===== src/rtl/cordic_pipe_pkg.sv =====
// Shared definitions for the CORDIC elastic pipeline blocks.
//   skid_mode_e : selects how in_ready is produced (combinational or registered
//                 through a 1-entry input skid buffer).
//   occ_w()     : width of an occupancy counter for a given stage count; it leaves
//                 room for every stage plus one skid entry.
package cordic_pipe_pkg;

    typedef enum int {
        SKID_COMB = 0,
        SKID_REG  = 1
    } skid_mode_e;

    function automatic int occ_w(input int stages);
        return $clog2(stages + 2);
    endfunction

endpackage


===== src/rtl/elastic_pipe_stage.sv =====
// One register slot of the elastic pipeline: a valid bit plus a data word.
// Ports:
//   clk, rst   clock and synchronous active-high reset
//   i_flush    clears the valid bit (data is kept)
//   i_ld       slot takes the upstream value this cycle
//   i_v, i_d   upstream valid / data
//   o_v, o_d   registered valid / data of this slot
module elastic_pipe_stage
    import cordic_pipe_pkg::*;
#(
    parameter int WIDTH    = 20,
    parameter int DATA_RST = 0
) (
    input  logic             clk,
    input  logic             rst,
    input  logic             i_flush,
    input  logic             i_ld,
    input  logic             i_v,
    input  logic [WIDTH-1:0] i_d,
    output logic             o_v,
    output logic [WIDTH-1:0] o_d
);

    logic             r_v;
    logic [WIDTH-1:0] r_d;

    // NOTE: sequential state uses non-blocking assignments so every register
    // samples the pre-edge values of its neighbours, regardless of block order.
    always_ff @(posedge clk) begin
        if (rst || i_flush) begin
            r_v <= 1'b0;
        end else if (i_ld) begin
            r_v <= i_v;
        end
    end

    // NOTE: the data word carries no reset unless DATA_RST asks for it; the valid
    // bit alone defines whether the word means anything, and a reset-free flop is
    // cheaper. It only captures real items, so bubbles do not toggle it.
    always_ff @(posedge clk) begin
        if ((DATA_RST != 0) && rst) begin
            r_d <= '0;
        end else if (i_ld && i_v) begin
            r_d <= i_d;
        end
    end

    assign o_v = r_v;
    assign o_d = r_d;

endmodule


===== src/rtl/elastic_pipe_chain.sv =====
// Elastic N-stage pipeline register chain with valid/ready handshake, used
// between CORDIC iteration stages. Empty stages always load, so bubbles collapse
// even while the output is stalled. With SKID=1 a 1-entry input skid buffer
// makes in_ready a register output.
// Ports:
//   clk, rst              clock, synchronous active-high reset
//   flush                 discards all in-flight data (valid bits only)
//   in_valid/in_ready/in_data     upstream handshake
//   out_valid/out_ready/out_data  downstream handshake (last stage)
//   occupancy             registered count of valid stages plus skid entry
module elastic_pipe_chain
    import cordic_pipe_pkg::*;
#(
    parameter int WIDTH    = 20,
    parameter int STAGES   = 4,
    parameter int SKID     = 1,
    parameter int DATA_RST = 0
) (
    input  logic                         clk,
    input  logic                         rst,
    input  logic                         flush,
    input  logic                         in_valid,
    output logic                         in_ready,
    input  logic [WIDTH-1:0]             in_data,
    output logic                         out_valid,
    input  logic                         out_ready,
    output logic [WIDTH-1:0]             out_data,
    output logic [occ_w(STAGES)-1:0]     occupancy
);

    localparam int               OCC_W   = occ_w(STAGES);
    localparam logic [OCC_W-1:0] OCC_MAX = OCC_W'(STAGES + SKID);

    logic                w_clear;
    logic [STAGES-1:0]   w_v;
    logic [WIDTH-1:0]    w_d [STAGES];
    logic [STAGES:0]     w_ld;
    logic                w_src_v;
    logic [WIDTH-1:0]    w_src_d;
    logic                w_in_xfer;
    logic                w_out_xfer;
    logic [OCC_W-1:0]    r_occ;

    assign w_clear = rst || flush;

    // A stage loads when it is empty or when the stage after it moves on; the
    // last stage looks at out_ready. Walked from the output back to the input.
    // NOTE: w_ld gets a full default before the loop so no bit can hold its old
    // value and infer a latch.
    always_comb begin
        w_ld         = '0;
        w_ld[STAGES] = out_ready;
        for (int i = STAGES - 1; i >= 0; i--) begin
            w_ld[i] = !w_v[i] || w_ld[i+1];
        end
    end

    if (SKID == int'(SKID_REG)) begin : g_skid
        logic             r_skid_v;
        logic [WIDTH-1:0] r_skid_d;
        logic             w_capture;

        // Capture only when the skid is empty, an item arrives and stage 0
        // cannot take it directly.
        assign w_capture = !r_skid_v && in_valid && !w_ld[0];

        always_ff @(posedge clk) begin
            if (w_clear) begin
                r_skid_v <= 1'b0;
            end else if (r_skid_v) begin
                if (w_ld[0]) begin
                    r_skid_v <= 1'b0;
                end
            end else if (w_capture) begin
                r_skid_v <= 1'b1;
            end
        end

        always_ff @(posedge clk) begin
            if ((DATA_RST != 0) && rst) begin
                r_skid_d <= '0;
            end else if (w_capture) begin
                r_skid_d <= in_data;
            end
        end

        // Registered ready; rst/flush only gate it so nothing is accepted in a
        // cycle whose state is being discarded.
        assign in_ready = !r_skid_v && !w_clear;
        // The skid, when full, is older than anything on in_*; in_valid cannot
        // be accepted then anyway since in_ready is low.
        assign w_src_v  = r_skid_v || in_valid;
        assign w_src_d  = r_skid_v ? r_skid_d : in_data;
    end else begin : g_no_skid
        assign in_ready = w_ld[0] && !w_clear;
        assign w_src_v  = in_valid;
        assign w_src_d  = in_data;
    end

    for (genvar i = 0; i < STAGES; i++) begin : g_stage
        logic             w_up_v;
        logic [WIDTH-1:0] w_up_d;

        if (i == 0) begin : g_first
            assign w_up_v = w_src_v;
            assign w_up_d = w_src_d;
        end else begin : g_next
            assign w_up_v = w_v[i-1];
            assign w_up_d = w_d[i-1];
        end

        elastic_pipe_stage #(
            .WIDTH    (WIDTH),
            .DATA_RST (DATA_RST)
        ) u_stage (
            .clk     (clk),
            .rst     (rst),
            .i_flush (flush),
            .i_ld    (w_ld[i]),
            .i_v     (w_up_v),
            .i_d     (w_up_d),
            .o_v     (w_v[i]),
            .o_d     (w_d[i])
        );
    end

    // The mask keeps the discarded item from being handed downstream in the
    // flush/reset cycle itself.
    assign out_valid = w_v[STAGES-1] && !w_clear;
    assign out_data  = w_d[STAGES-1];

    assign w_in_xfer  = in_valid && in_ready;
    assign w_out_xfer = out_valid && out_ready;

    always_ff @(posedge clk) begin
        if (w_clear) begin
            r_occ <= '0;
        end else if (w_in_xfer && !w_out_xfer) begin
            if (r_occ != OCC_MAX) begin
                r_occ <= r_occ + OCC_W'(1);
            end
        end else if (!w_in_xfer && w_out_xfer) begin
            if (r_occ != '0) begin
                r_occ <= r_occ - OCC_W'(1);
            end
        end
    end

    assign occupancy = r_occ;

endmodule


===== config.mk =====
export PLATFORM = sky130hd
export DESIGN_NAME = elastic_pipe_chain
export DESIGN_NICKNAME = d
export VERILOG_FILES = /design/src/rtl/cordic_pipe_pkg.sv /design/src/rtl/elastic_pipe_stage.sv /design/src/rtl/elastic_pipe_chain.sv
export SDC_FILE = /design/constraint.sdc
export NUM_CORES = 1
export LEC_CHECK = 0
export CAP_MARGIN = 20
export CORE_UTILIZATION = 35
export DETAILED_ROUTE_END_ITERATION = 12
export PLACE_DENSITY = 0.57
export SLEW_MARGIN = 30
export SYNTH_ARGS = -nofsm -noshare
export SYNTH_HDL_FRONTEND = slang
export SYNTH_HIERARCHICAL = 1
export SYNTH_SLANG_ARGS = --single-unit

===== constraint.sdc =====
create_clock -name clk -period 5.7 [get_ports clk]
set_input_delay 1.14 -clock clk [delete_from_list [all_inputs] [get_ports clk]]
set_output_delay 1.14 -clock clk [all_outputs]
set_load 0.005 [all_outputs]

==> flow_summary_export.csv <==
group,metric,value,unit
status,status,"complete, no violations",
drt,vias,1628,
global_routing,grt_pass1_wl,7790,µm
cells_and_area,antenna_cells,0,
critical_path,cp_cell_sequence,"clkdlybuf4s50_1, or2_2, nor2_1, clkdlybuf4s50_1",
critical_path,cp_max_fo,6,
critical_path,crit_start,"flush",
sta,slew_headroom,61.69,%
yosys,syn_nets,208,
clock_network,cts_max_level,3,
die,core.rowCount,37,
yosys,syn_area,3770,µm²
critical_path,r2r_setup_slack,3370,ps
clock_network,cts_setup_buffers,0,
drt,met1_length,2308,µm
yosys,async_flop_share,0,%
critical_path,slowest_stage,"clkdlybuf4s50_1",
placed_design,dpl.hpwl,3220,µm
clock_network,postCtsHoldBufs,0,
clock_network,clock-sinks,108,
yosys,synth_seq_area_share,83.90,%
power,p_per_area,322.9,nW/µm²
cells_and_area,final_common_cell,"edfxtp_1",
power,peakVddDrop,0.1399,mV
sta,tightest_slew,573.3,ps
clock_network,cts_buffer_depth,2,
critical_path,cp-end-kind,"output port",
yosys,yosys_warnings,6,
drt,viasPerCell,4.296,
global_routing,first_global_vias,1575,
yosys,synth_ff_type,"edfxtp_1",
sta,period_share,66.91,%
cells_and_area,final_cell_mix,"100 x edfxtp_1, 49 x clkdlybuf4s50_1, 20 x mux2_2",
global_routing,grt_max_degree,24,
cells_and_area,drive_gt1_share,21.81,%
placed_design,dpl_cell_area,4412,µm²
critical_path,cp-endpoint,"in_ready",
clock_network,clkTransAtPathRegs,100,ps
drt,drt.antenna.violating_nets,0,
drt,wire_per_inst,12.84,µm
power,p_leak,1.517,nW
global_routing,grt.overflow.total,0,
yosys,syn_area_per_cell,20.83,µm²
sta,tns,0,ps
critical_path,worst_ep_required_time,4560,ps
sta,clock_skew,15.06,ps
sta,hold_viol,0,
hold_path,min_path_type,"reg -> reg",
critical_path,rr_endpoint,"occupancy[2]",
die,initial_utilization,36.35,%
drt,routed-wl-met2,2213,µm
critical_path,arrival,2670,ps
yosys,synthCells,181,
critical_path,crit_path_max_incr_delay,530,ps
drt,drc,0,
sta,finalMaxSlewViolations,0,
hold_path,whs_path_depth,0,
yosys,synthDistinctLibCells,31,
drt,first_pass_iters,4,
clock_network,cts_tree,"built",
drt,route.met3.wl,231,µm
die,io_pins,50,
cells_and_area,area_growth,24.20,%
die,coreArea,10370,µm²
die,die_w,105.8,µm
die,die_y,105.8,µm
sta,clock.fmax,262.2,MHz
critical_path,reg2reg_from,"g_skid.r_skid_v",
critical_path,worst-setup-path-type,"in -> out",
critical_path,crit_top_cell,"clkdlybuf4s50_1",
clock_network,cts_resized,0,
placed_design,portBuffers,49,
clock_network,cts_buffers,9,
placed_design,routabilityCongestion,0.7422,
cells_and_area,fillers,906,
sta,rsz0062_at_grt,"no",
clock_network,root_buffer,"clkbuf_8",
job,drv_cap,0,
cells_and_area,fin_nets,265,
clock_network,clock_latency,360,ps
critical_path,rr_worst_depth,8,
sta,setup_viol,0,
drt,dr.max_layer_used,"met4",
critical_path,start_kind,"input pin",
yosys,synth_edf_count,100,
sta,period_minus_slack,3814,ps
die,dieArea,11190,µm²
global_routing,antenna_found_initial,0,
drt,drt_iter0_drc,51,
cells_and_area,final_area,4682,µm²
power,total_power,0.001512,W
global_routing,grt.total_usage,9.211,%
sta,hold_ws,424.7,ps
drt,finalWirelength,4868,µm
yosys,synth-seq-cells,108,
cells_and_area,final_util,45.15,%
-- report_power, final --
| part | leakage, nW | internal (W) | total, W | switching (W) |
|---|---|---|---|---|
| Clock | 0.130 | 0.000339 | 0.000588 | 0.000249 |
| Combinational | 0.402 | 0.0000241 | 0.0000420 | 0.0000179 |
| Sequential | 0.985 | 0.000877 | 0.000881 | 0.00000416 |
| Total | 1.52 | 0.00124 | 0.00151 | 0.000271 |
-- metal layers --
metal / vias up / global-route usage [%]
met3: 10 / 2.783
met4: 0 / 5.655
met5: - / 0
li1: 816 / -
met2: 36 / 13.96
met1: 766 / 11.58
-- kinds of logic after synthesis --
logic type      Yosys count  share of synthesized area, %
xor+xnor                  1                        0.2324
compound gates            7                         1.460
simple gates             34                         5.609
mux                      24                         7.036
buf+inv                   5                        0.8961
flops                   108                         83.90
fa+ha+maj                 2                        0.8629
-- cell usage after synthesis, drive strengths merged, types with 2 or more instances --
master,number,area (µm²)
a21oi,3,18.77
and2,6,42.54
buf,3,26.27
dfxtp,8,160.2
edfxtp,100,3003
inv,2,7.510
mux2,20,225.2
mux2i,4,40.04
nand2,4,15.01
nand3,2,10.01
nor2,7,26.28
nor3,6,50.05
or2,2,12.51
-- sequential cells by signal, indices dropped and copies added, names as in the netlist --
signal and count:
g_skid.r_skid_d 20, occupancy 3, g_skid.r_skid_v 1, g_stage.u_stage/o_v 4
g_stage.u_stage/o_d 80
-- cell type report --
| class | count | area, µm² | share of cell area (%) |
|---|---|---|---|
| Sequential cell | 108 | 3164 | 67.58 |
| Multi-Input combinational cell | 68 | 580.6 | 12.40 |
| Timing Repair Buffer | 49 | 490.5 | 10.48 |
| Tap cell | 136 | 170.2 | 3.634 |
| Clock inverter | 7 | 145.1 | 3.100 |
| Clock buffer | 9 | 123.9 | 2.646 |
| Inverter | 2 | 7.507 | 0.1603 |
-- per-stage QoR --
step                std cells  setup WS (ps)
floorplan                 181           2869
global placement          363           1886
detailed placement        363           1866
CTS                       379           1867
global route              379           1810
finish                    379           1886
-- worst min-delay path by stage --
stage / from / to / slack, ps
6_report: g_stage[2].u_stage/o_d[17] / g_stage[3].u_stage/o_d[17] / 420
5_1_grt: g_stage[0].u_stage/o_d[13] / g_stage[1].u_stage/o_d[13] / 420
4_1_cts: g_stage[2].u_stage/o_d[17] / g_stage[3].u_stage/o_d[17] / 420
3_5_place_dp: g_stage[0].u_stage/o_d[17] / g_stage[1].u_stage/o_d[17] / 400
3_3_place_gp: g_stage[2].u_stage/o_d[19] / g_stage[3].u_stage/o_d[19] / 400
2_1_floorplan: g_stage[0].u_stage/o_d[0] / g_stage[1].u_stage/o_d[0] / 400
-- critical path, delay by kind of cell --
family        cells  cell delay (ps)
buf+inv           2             1030
simple gates      2              500
(Power assumes the default switching activity.)
